$ cat src/rtl/branch_resolve_if.sv
// Op-offer handshake bundle between the issue stage and branch_resolve.
// The issuing side uses the master modport; branch_resolve uses the slave modport.
interface branch_resolve_if #(
    parameter int XLEN = 32
);
    logic            op_valid_i;
    logic            op_ready_o;
    logic [2:0]      funct3_i;
    logic            jal_i;
    logic            jalr_i;
    logic [XLEN-1:0] pc_i;
    logic [XLEN-1:0] imm_i;
    logic [XLEN-1:0] rs1_i;
    logic            pred_taken_i;
    logic [XLEN-1:0] pred_target_i;

    modport master (
        output op_valid_i, funct3_i, jal_i, jalr_i, pc_i, imm_i, rs1_i,
               pred_taken_i, pred_target_i,
        input  op_ready_o
    );

    modport slave (
        input  op_valid_i, funct3_i, jal_i, jalr_i, pc_i, imm_i, rs1_i,
               pred_taken_i, pred_target_i,
        output op_ready_o
    );
endinterface

$ cat src/rtl/branch_resolve.sv
// Execute-stage branch/jump resolution unit.
// Registers one control-transfer op, drives the compare adder controls from it,
// resolves direction/target, and on mispredict issues a held redirect followed
// by a fixed-length flush. Optional resolve/mispredict counters are built only
// when BRANCH_STATS_EN is defined.
module branch_resolve #(
    parameter int XLEN         = 32,
    parameter int FLUSH_CYCLES = 2
) (
    input  logic              clk_i,
    input  logic              rst_ni,
    branch_resolve_if.slave   op,
    output logic              adder_sub_o,
    output logic [5:0]        adder_sel_o,
    input  logic              adder_result_i,
    output logic              redirect_valid_o,
    output logic [XLEN-1:0]   redirect_pc_o,
    input  logic              redirect_ready_i,
    output logic              flush_o,
    output logic              link_valid_o,
    output logic [XLEN-1:0]   link_data_o,
    output logic              misalign_o,
    output logic              resolved_o,
    output logic [31:0]       stat_branches_o,
    output logic [31:0]       stat_mispred_o
);
    localparam int CW = $clog2(FLUSH_CYCLES + 1);
    localparam logic [CW-1:0] FLUSH_LD = CW'(FLUSH_CYCLES);

    typedef enum logic [1:0] {IDLE, EVAL, REDIRECT, FLUSH} state_t;

    typedef struct packed {
        logic [2:0]      funct3;
        logic            jal;
        logic            jalr;
        logic [XLEN-1:0] pc;
        logic [XLEN-1:0] imm;
        logic [XLEN-1:0] rs1;
        logic            pred_taken;
        logic [XLEN-1:0] pred_target;
    } op_t;

    state_t          state_q, state_d;
    op_t             op_q;
    logic [XLEN-1:0] redir_pc_q;
    logic [CW-1:0]   flush_cnt_q;

    logic            is_jump;
    logic [5:0]      cond_sel;
    logic            taken;
    logic [XLEN-1:0] target_raw, target, pc_plus4, next_pc;
    logic            mispredict, misalign_hit;

    // Condition decode: one-hot select for the adder; invalid funct3 selects nothing.
    always_comb begin
        cond_sel = 6'b000000;
        case (op_q.funct3)
            3'b000:  cond_sel = 6'b000001; // BEQ
            3'b001:  cond_sel = 6'b000010; // BNE
            3'b110:  cond_sel = 6'b000100; // BLTU
            3'b111:  cond_sel = 6'b001000; // BGEU
            3'b100:  cond_sel = 6'b010000; // BLT
            3'b101:  cond_sel = 6'b100000; // BGE
            default: cond_sel = 6'b000000;
        endcase
    end

    assign is_jump      = op_q.jal | op_q.jalr;
    // Unselected (invalid) conditions resolve as not taken regardless of the adder.
    assign taken        = is_jump | ((|cond_sel) & adder_result_i);
    assign target_raw   = (op_q.jalr ? op_q.rs1 : op_q.pc) + op_q.imm;
    assign target       = op_q.jalr ? (target_raw & ~XLEN'(1)) : target_raw;
    assign pc_plus4     = op_q.pc + XLEN'(4);
    assign next_pc      = taken ? target : pc_plus4;
    assign mispredict   = (taken != op_q.pred_taken) |
                          (taken & (op_q.pred_target != target));
    assign misalign_hit = taken & (target[1:0] != 2'b00);

    // State register.
    always_ff @(posedge clk_i) begin
        if (!rst_ni) state_q <= IDLE;
        else         state_q <= state_d;
    end

    // Next-state logic.
    always_comb begin
        state_d = state_q;
        case (state_q)
            IDLE:     if (op.op_valid_i) state_d = EVAL;
            EVAL: begin
                if (misalign_hit)    state_d = IDLE;
                else if (mispredict) state_d = REDIRECT;
                else                 state_d = IDLE;
            end
            REDIRECT: if (redirect_ready_i) state_d = FLUSH;
            FLUSH:    if (flush_cnt_q <= CW'(1)) state_d = IDLE;
            default:  state_d = IDLE;
        endcase
    end

    // Output decode; everything resolution-related is only live in EVAL.
    always_comb begin
        op.op_ready_o    = 1'b0;
        adder_sub_o      = 1'b0;
        adder_sel_o      = 6'b000000;
        resolved_o       = 1'b0;
        link_valid_o     = 1'b0;
        link_data_o      = '0;
        misalign_o       = 1'b0;
        redirect_valid_o = 1'b0;
        flush_o          = 1'b0;
        case (state_q)
            IDLE: op.op_ready_o = 1'b1;
            EVAL: begin
                if (!is_jump) begin
                    adder_sub_o = |cond_sel;
                    adder_sel_o = cond_sel;
                end
                resolved_o   = 1'b1;
                link_valid_o = is_jump;
                link_data_o  = is_jump ? pc_plus4 : '0;
                misalign_o   = misalign_hit;
            end
            REDIRECT: redirect_valid_o = 1'b1;
            FLUSH:    flush_o = 1'b1;
            default:  ;
        endcase
    end

    assign redirect_pc_o = redir_pc_q;

    // Op capture, redirect PC latch and flush countdown.
    always_ff @(posedge clk_i) begin
        if (!rst_ni) begin
            op_q        <= '0;
            redir_pc_q  <= '0;
            flush_cnt_q <= '0;
        end else begin
            if (state_q == IDLE && op.op_valid_i) begin
                op_q.funct3      <= op.funct3_i;
                op_q.jal         <= op.jal_i;
                op_q.jalr        <= op.jalr_i;
                op_q.pc          <= op.pc_i;
                op_q.imm         <= op.imm_i;
                op_q.rs1         <= op.rs1_i;
                op_q.pred_taken  <= op.pred_taken_i;
                op_q.pred_target <= op.pred_target_i;
            end
            if (state_q == EVAL && state_d == REDIRECT)
                redir_pc_q <= next_pc;
            if (state_q == REDIRECT && redirect_ready_i)
                flush_cnt_q <= FLUSH_LD;
            else if (state_q == FLUSH && flush_cnt_q != '0)
                flush_cnt_q <= flush_cnt_q - CW'(1);
        end
    end

`ifdef BRANCH_STATS_EN
    logic [31:0] stat_br_q, stat_mp_q;

    // Saturating resolve and mispredict counters.
    always_ff @(posedge clk_i) begin
        if (!rst_ni) begin
            stat_br_q <= '0;
            stat_mp_q <= '0;
        end else begin
            if (resolved_o && stat_br_q != 32'hFFFF_FFFF)
                stat_br_q <= stat_br_q + 32'd1;
            if (state_q == EVAL && state_d == REDIRECT && stat_mp_q != 32'hFFFF_FFFF)
                stat_mp_q <= stat_mp_q + 32'd1;
        end
    end

    assign stat_branches_o = stat_br_q;
    assign stat_mispred_o  = stat_mp_q;
`else
    assign stat_branches_o = '0;
    assign stat_mispred_o  = '0;
`endif
endmodule

$ cat src/flat_wrapper.sv
// flat-port wrapper written by rule: the top's interface ports become plain ports
module branch_resolve_flat 
#(
    parameter int XLEN         = 32,
    parameter int FLUSH_CYCLES = 2
)
  (clk_i, rst_ni, adder_sub_o, adder_sel_o, adder_result_i, redirect_valid_o, redirect_pc_o, redirect_ready_i, flush_o, link_valid_o, link_data_o, misalign_o, resolved_o, stat_branches_o, stat_mispred_o, op_op_valid_i, op_funct3_i, op_jal_i, op_jalr_i, op_pc_i, op_imm_i, op_rs1_i, op_pred_taken_i, op_pred_target_i, op_op_ready_o);
  branch_resolve_if #(.XLEN(XLEN)) op_i ();
  input  logic clk_i;
  input  logic rst_ni;
  output logic adder_sub_o;
  output logic [5:0] adder_sel_o;
  input  logic adder_result_i;
  output logic redirect_valid_o;
  output logic [XLEN-1:0] redirect_pc_o;
  input  logic redirect_ready_i;
  output logic flush_o;
  output logic link_valid_o;
  output logic [XLEN-1:0] link_data_o;
  output logic misalign_o;
  output logic resolved_o;
  output logic [31:0] stat_branches_o;
  output logic [31:0] stat_mispred_o;
  input wire logic [$bits(op_i.op_valid_i)-1:0] op_op_valid_i;
  input wire logic [$bits(op_i.funct3_i)-1:0] op_funct3_i;
  input wire logic [$bits(op_i.jal_i)-1:0] op_jal_i;
  input wire logic [$bits(op_i.jalr_i)-1:0] op_jalr_i;
  input wire logic [$bits(op_i.pc_i)-1:0] op_pc_i;
  input wire logic [$bits(op_i.imm_i)-1:0] op_imm_i;
  input wire logic [$bits(op_i.rs1_i)-1:0] op_rs1_i;
  input wire logic [$bits(op_i.pred_taken_i)-1:0] op_pred_taken_i;
  input wire logic [$bits(op_i.pred_target_i)-1:0] op_pred_target_i;
  output wire logic [$bits(op_i.op_ready_o)-1:0] op_op_ready_o;
  assign op_i.op_valid_i = op_op_valid_i;
  assign op_i.funct3_i = op_funct3_i;
  assign op_i.jal_i = op_jal_i;
  assign op_i.jalr_i = op_jalr_i;
  assign op_i.pc_i = op_pc_i;
  assign op_i.imm_i = op_imm_i;
  assign op_i.rs1_i = op_rs1_i;
  assign op_i.pred_taken_i = op_pred_taken_i;
  assign op_i.pred_target_i = op_pred_target_i;
  assign op_op_ready_o = op_i.op_ready_o;
  branch_resolve #(.XLEN(XLEN), .FLUSH_CYCLES(FLUSH_CYCLES)) u_core (.clk_i(clk_i), .rst_ni(rst_ni), .op(op_i), .adder_sub_o(adder_sub_o), .adder_sel_o(adder_sel_o), .adder_result_i(adder_result_i), .redirect_valid_o(redirect_valid_o), .redirect_pc_o(redirect_pc_o), .redirect_ready_i(redirect_ready_i), .flush_o(flush_o), .link_valid_o(link_valid_o), .link_data_o(link_data_o), .misalign_o(misalign_o), .resolved_o(resolved_o), .stat_branches_o(stat_branches_o), .stat_mispred_o(stat_mispred_o));
endmodule
$ cat config.mk
export PLATFORM = sky130hd
export DESIGN_NAME = branch_resolve_flat
export DESIGN_NICKNAME = d
export VERILOG_FILES = /design/src/rtl/branch_resolve_if.sv /design/src/rtl/branch_resolve.sv /design/src/flat_wrapper.sv
export SDC_FILE = /design/constraint.sdc
export NUM_CORES = 1
export LEC_CHECK = 0
export BUFFER_PORTS_ARGS = -buffer_cell sky130_fd_sc_hd__buf_2
export CORE_ASPECT_RATIO = 0.7
export CORE_MARGIN = 8
export CORE_UTILIZATION = 44
export CTS_CLUSTER_DIAMETER = 100
export DETAILED_ROUTE_END_ITERATION = 16
export PLACE_DENSITY = 0.66
export SLEW_MARGIN = 15
export SYNTH_ARGS = -nofsm -noshare
export SYNTH_HDL_FRONTEND = slang
export SYNTH_SLANG_ARGS = --single-unit
$ cat constraint.sdc
create_clock -name clk_i -period 4.95 [get_ports clk_i]
set_input_delay 0.2475 -clock clk_i [delete_from_list [all_inputs] [get_ports clk_i]]
set_output_delay 0.2475 -clock clk_i [all_outputs]
set_load 0.02 [all_outputs]
==> impl.org <==
** Critical path
- Tracing the worst setup path back leads to its startpoint at u_core.op_q[129].
- In this design, the largest share of critical-path delay is due to compound AO/OA/AOI/OAI gates.
- Cell Chain, Critical Path :: buf_12 -> mux2_2 -> ha_1 -> a21o_4 -> a31o_4 -> o2111ai_2 -> a21oi_1 -> o31ai_2 -> xor2_1 -> a2111oi_1 -> nand4_1 -> buf_4 -> or2_1 -> buf_12 -> buf_12 -> o211ai_1
- Counting both buffers and inverters, the worst setup path holds a total of 4.
- Worst EP required :: 5.32 ns
- The worst setup path is captured at a register.
- STA puts the critical path data arrival time at 5.14 ns.
- Kind of start point of the critical path :: register
- Crit path max fanout :: 38
- The startpoint identified for the worst register-to-register timing path is u_core.op_q[129].
- Most common cell type on the critical path :: buf_12
- Start-to-end type of the worst setup path :: register to register
- Critical-path cell with the highest stage delay :: dfxtp_1
- Maximum cell stage delay along the critical path :: 0.46 ns

** Pwr
- In this run, the clock network consumes 33.1% of the power.
- The internal portion of the total power is 2510 uW.
- Comb pwr share :: 27.5%
- Net switching is 36.6% of the power.
- Sequential cells burn 39.4% of the power.
- IR analysis of the VDD net gives a maximum drop of 0.000228 V.
- Switching pwr :: 1450 uW
- Dividing total power by cell area gives a power density of 296 nW/um^2.
- The analysis attributes to cell leakage a power of 0.00564 uW.

** Route
- Routed via count :: 12.1k
- After detailed routing, the number of remaining DRC violations is 0.
- Number of optimization iterations in the first detailed-route pass :: 6
- The detail route stage leaves a number of antenna-violating nets equal to 0.
- Final routed wirelength across all metal layers :: 45,300 um
- Dividing the detail-routed wire length by the instance count gives 21.6 um.
- Iteration-0 DRC count of the detailed router :: 1,279
- Dividing the detail-routed via count by the number of cells gives 5.76.

** Timing
- Across all setup checks in the final design, the least slack found is 0.178 ns.
- Measured against its own limit, the worst slew margin works out to 39.6%.
- The worst path needs 4.77 ns of the cycle, external delays included.
- Setup-failing EPs final :: 0
- The max-slew violation total from the final report came to 0.
- Final period utilization :: 96.4%
- Between clock sinks in the finished design, the worst skew comes to 0.0200 ns.
- For the pin with the worst max-slew slack, the measured transition is 0.906 ns.
- Final Hold Vio Count :: 0
- Final setup TNS :: 0 ns
- Achievable Freq :: 0.210 GHz
- Hold WS :: 0.0144 ns

** Finish
- Across the whole layout, storage elements account for 3400 sq um.
- In the final design database the tool counted 1,924 nets.
- Leading cell type in the layout, fill and taps excluded :: nand2_1
- Combined area of the multi-input logic cells :: 7420 sq um
- Commonest cells after routing, fill and taps aside :: 338 x nand2_1, 215 x buf_2, 196 x a21oi_1, 170 x dfxtp_1, 122 x nor2_1
- Area growth, synth to finish :: 16.1%
- Fill cells in the final layout number 2,637.
- Fraction of layout instances using a drive strength above 1 :: 20.6%
- 0 antenna diodes ended up in the layout.

** Synthesis
- Averaged over all synthesized cells, the footprint is 7.34 sq um.
- Cell types with the largest area share after synthesis :: dfxtp_1 29%, nand2_1 11%, a21oi_1 8.5%, buf_4 4.2%, nor2_1 4.0%
- For this run, the number of Yosys warnings is 0.
- Gate Count Post-Synth :: 1,576
- Largest area contributor in the synthesized netlist :: dfxtp_1
- Post-synthesis cell area :: 11,600 sq um
- Asr flop ratio synth :: 0%
- The share of the Yosys chip area taken by registers is 29.4%.
- Cell variety after synth :: 85
- Synthesis inferred 170 register bits.
- Number of enable flip-flop cells after synthesis :: 0
- Summed over its instances, the top area cell type makes up 29.4% of the synthesized netlist area.
- In the synthesized netlist the dominant register cell turns out to be dfxtp_1.

** Global route
- Entering global routing, the biggest net connects 83 pins.
- The first global-routing pass estimated 66,800 um of wire.
- Vias in the first global route :: 11.1k
- Global routing used 27.3% of the available tracks.
- GRT Residual Overflow :: 0
- Initial antenna violation count :: 0

** Floorplanning
- The die is 152 um tall.
- Number of top-level design ports :: 280
- The floorplan step defined a die boundary enclosing 31,800 sq um.
- Initial Utilization :: 44.9%
- The initialized floorplan defines 49 standard-cell rows.
- The die is 210 um wide.
- The core region is 25,700 sq um.

** Clocking
- Clk Latency, worst-skew pair :: 0.46 ns
- Library cell used as clock root buffer :: clkbuf_16
- Clock sink count :: 170
- Clock tree synthesis inserted a total of 17 buffers.
- Maximum level of the CTS H-tree :: 4
- The clock passes through at most 2 buffers.
- Clock-pin slew on the worst setup and hold paths :: 0.07 ns
- TritonCTS built the clock tree.

** Placement
- IO Port Bufs :: 215
- Detailed placement ended at an HPWL of 36,000 um.
- Pre-CTS setup slack :: 0.0414 ns
- Placer Congestion :: 0.974

** Flow run
- The tool flagged a number of max-cap violations equal to 0.

** Worst hold path
- In this run the worst hold path is classified as input pin to register.
- Hold Path Origin :: op_funct3_i[0]

** Run status
- Outcome :: complete, no violations
==> cell type report <==
cell class              count  area share [%]
clock buffers              18            3.20
clock inverters            14           0.960
inverters                  20           0.578
multi-input cells        1268            55.3
flip-flops and latches    170            25.4
well taps                 331            3.09
repair buffers            273            11.5
==> worst paths after layout <==
check                              to  slack, ns  cells after the start
min reg2reg           u_core.op_q[53]       0.46                      2
max reg2reg  u_core.redirect_pc_o[10]       0.18                     16
max          u_core.redirect_pc_o[10]       0.18                     16
min                  u_core.op_q[131]       0.01                      3
==> power by group through the flow <==
| stage | Combinational [uW] | Clock (uW) | Sequential, uW |
|---|---|---|---|
| 2_1_floorplan | 751 | 0 | 1550 |
| 3_3_place_gp | 1060 | 0 | 1590 |
| 4_1_cts | 1070 | 1330 | 1560 |
| 5_1_grt | 1180 | 1390 | 1570 |
| 3_5_place_dp | 1060 | 0 | 1590 |
| 6_report | 1090 | 1310 | 1560 |
==> repair_timing <==
action                     in CTS  in global routing
hold buffers                    0                  0
setup endpoints to repair       0                 33
hold endpoints to repair        0                  0
buffers inserted                0                  2
gates resized for setup         0                  7
==> routing by layer <==
layer	track usage, %	up-vias	wire length (um)	share of wire (%)
met5	0	-	0	0
met2	39.0	519	18600	41
met1	39.8	5747	21500	48
li1	-	5733	-	-
met3	7.83	52	4260	9.4
met4	6.54	0	835	1.8
==> registers in the layout, indices dropped and copies added, names as in the netlist <==
signal	cells
u_core.state_q	2
u_core.op_q	134
u_core.redirect_pc_o	32
u_core.flush_cnt_q	2
==> cells in the mapped netlist (all sizes together), types with 20 or more instances <==
cell type and count:
mux2 27, buf 82, nor2 122, inv 20
nand2 339, dfxtp 170, nand4 23, o21ai 66
clkbuf 99, ha 34, xnor2 40, a32oi 25
o211ai 37, xor2 32, a21oi 198, nand3 51
==> metrics by stage <==
| step | instance area (sq um) | std cells | util, % | total power [uW] |
|---|---|---|---|---|
| 2_1_floorplan | 11800 | 1639 | - | 2300 |
| 3_3_place_gp | 12800 | 2060 | 49.8 | 2650 |
| 3_5_place_dp | 12800 | 2060 | 49.8 | 2650 |
| 4_1_cts | 13400 | 2092 | 51.9 | 3950 |
| 5_1_grt | 13400 | 2094 | 52.1 | 4140 |
| 6_report | 13400 | 2094 | 52.1 | 3970 |
==> worst reg2reg max path, stage by stage, from the launching register on <==
cell and delay (ns):
dfxtp_1 0.46, buf_12 0.26, mux2_2 0.40, ha_1 0.42, a21o_4 0.29, a31o_4 0.23
o2111ai_2 0.28, a21oi_1 0.18, o31ai_2 0.33, xor2_1 0.25, a2111oi_1 0.44, nand4_1 0.19
buf_4 0.21, or2_1 0.26, buf_12 0.16, buf_12 0.15, o211ai_1 0.18
==> logic make-up after synthesis <==
logic type | count (synthesis) | share of synthesized area [%]
XOR/XNOR | 81 | 7.23
multiplexers | 32 | 3.06
adder cells (fa/ha/maj) | 35 | 3.85
other | 1 | 0.0324
AO/OA/AOI/OAI | 415 | 22.9
AND/OR/NAND/NOR | 641 | 24.6
buffers and inverters | 201 | 8.89
flip-flops | 170 | 29.4
Note: power is estimated with default switching activity, not from simulation.
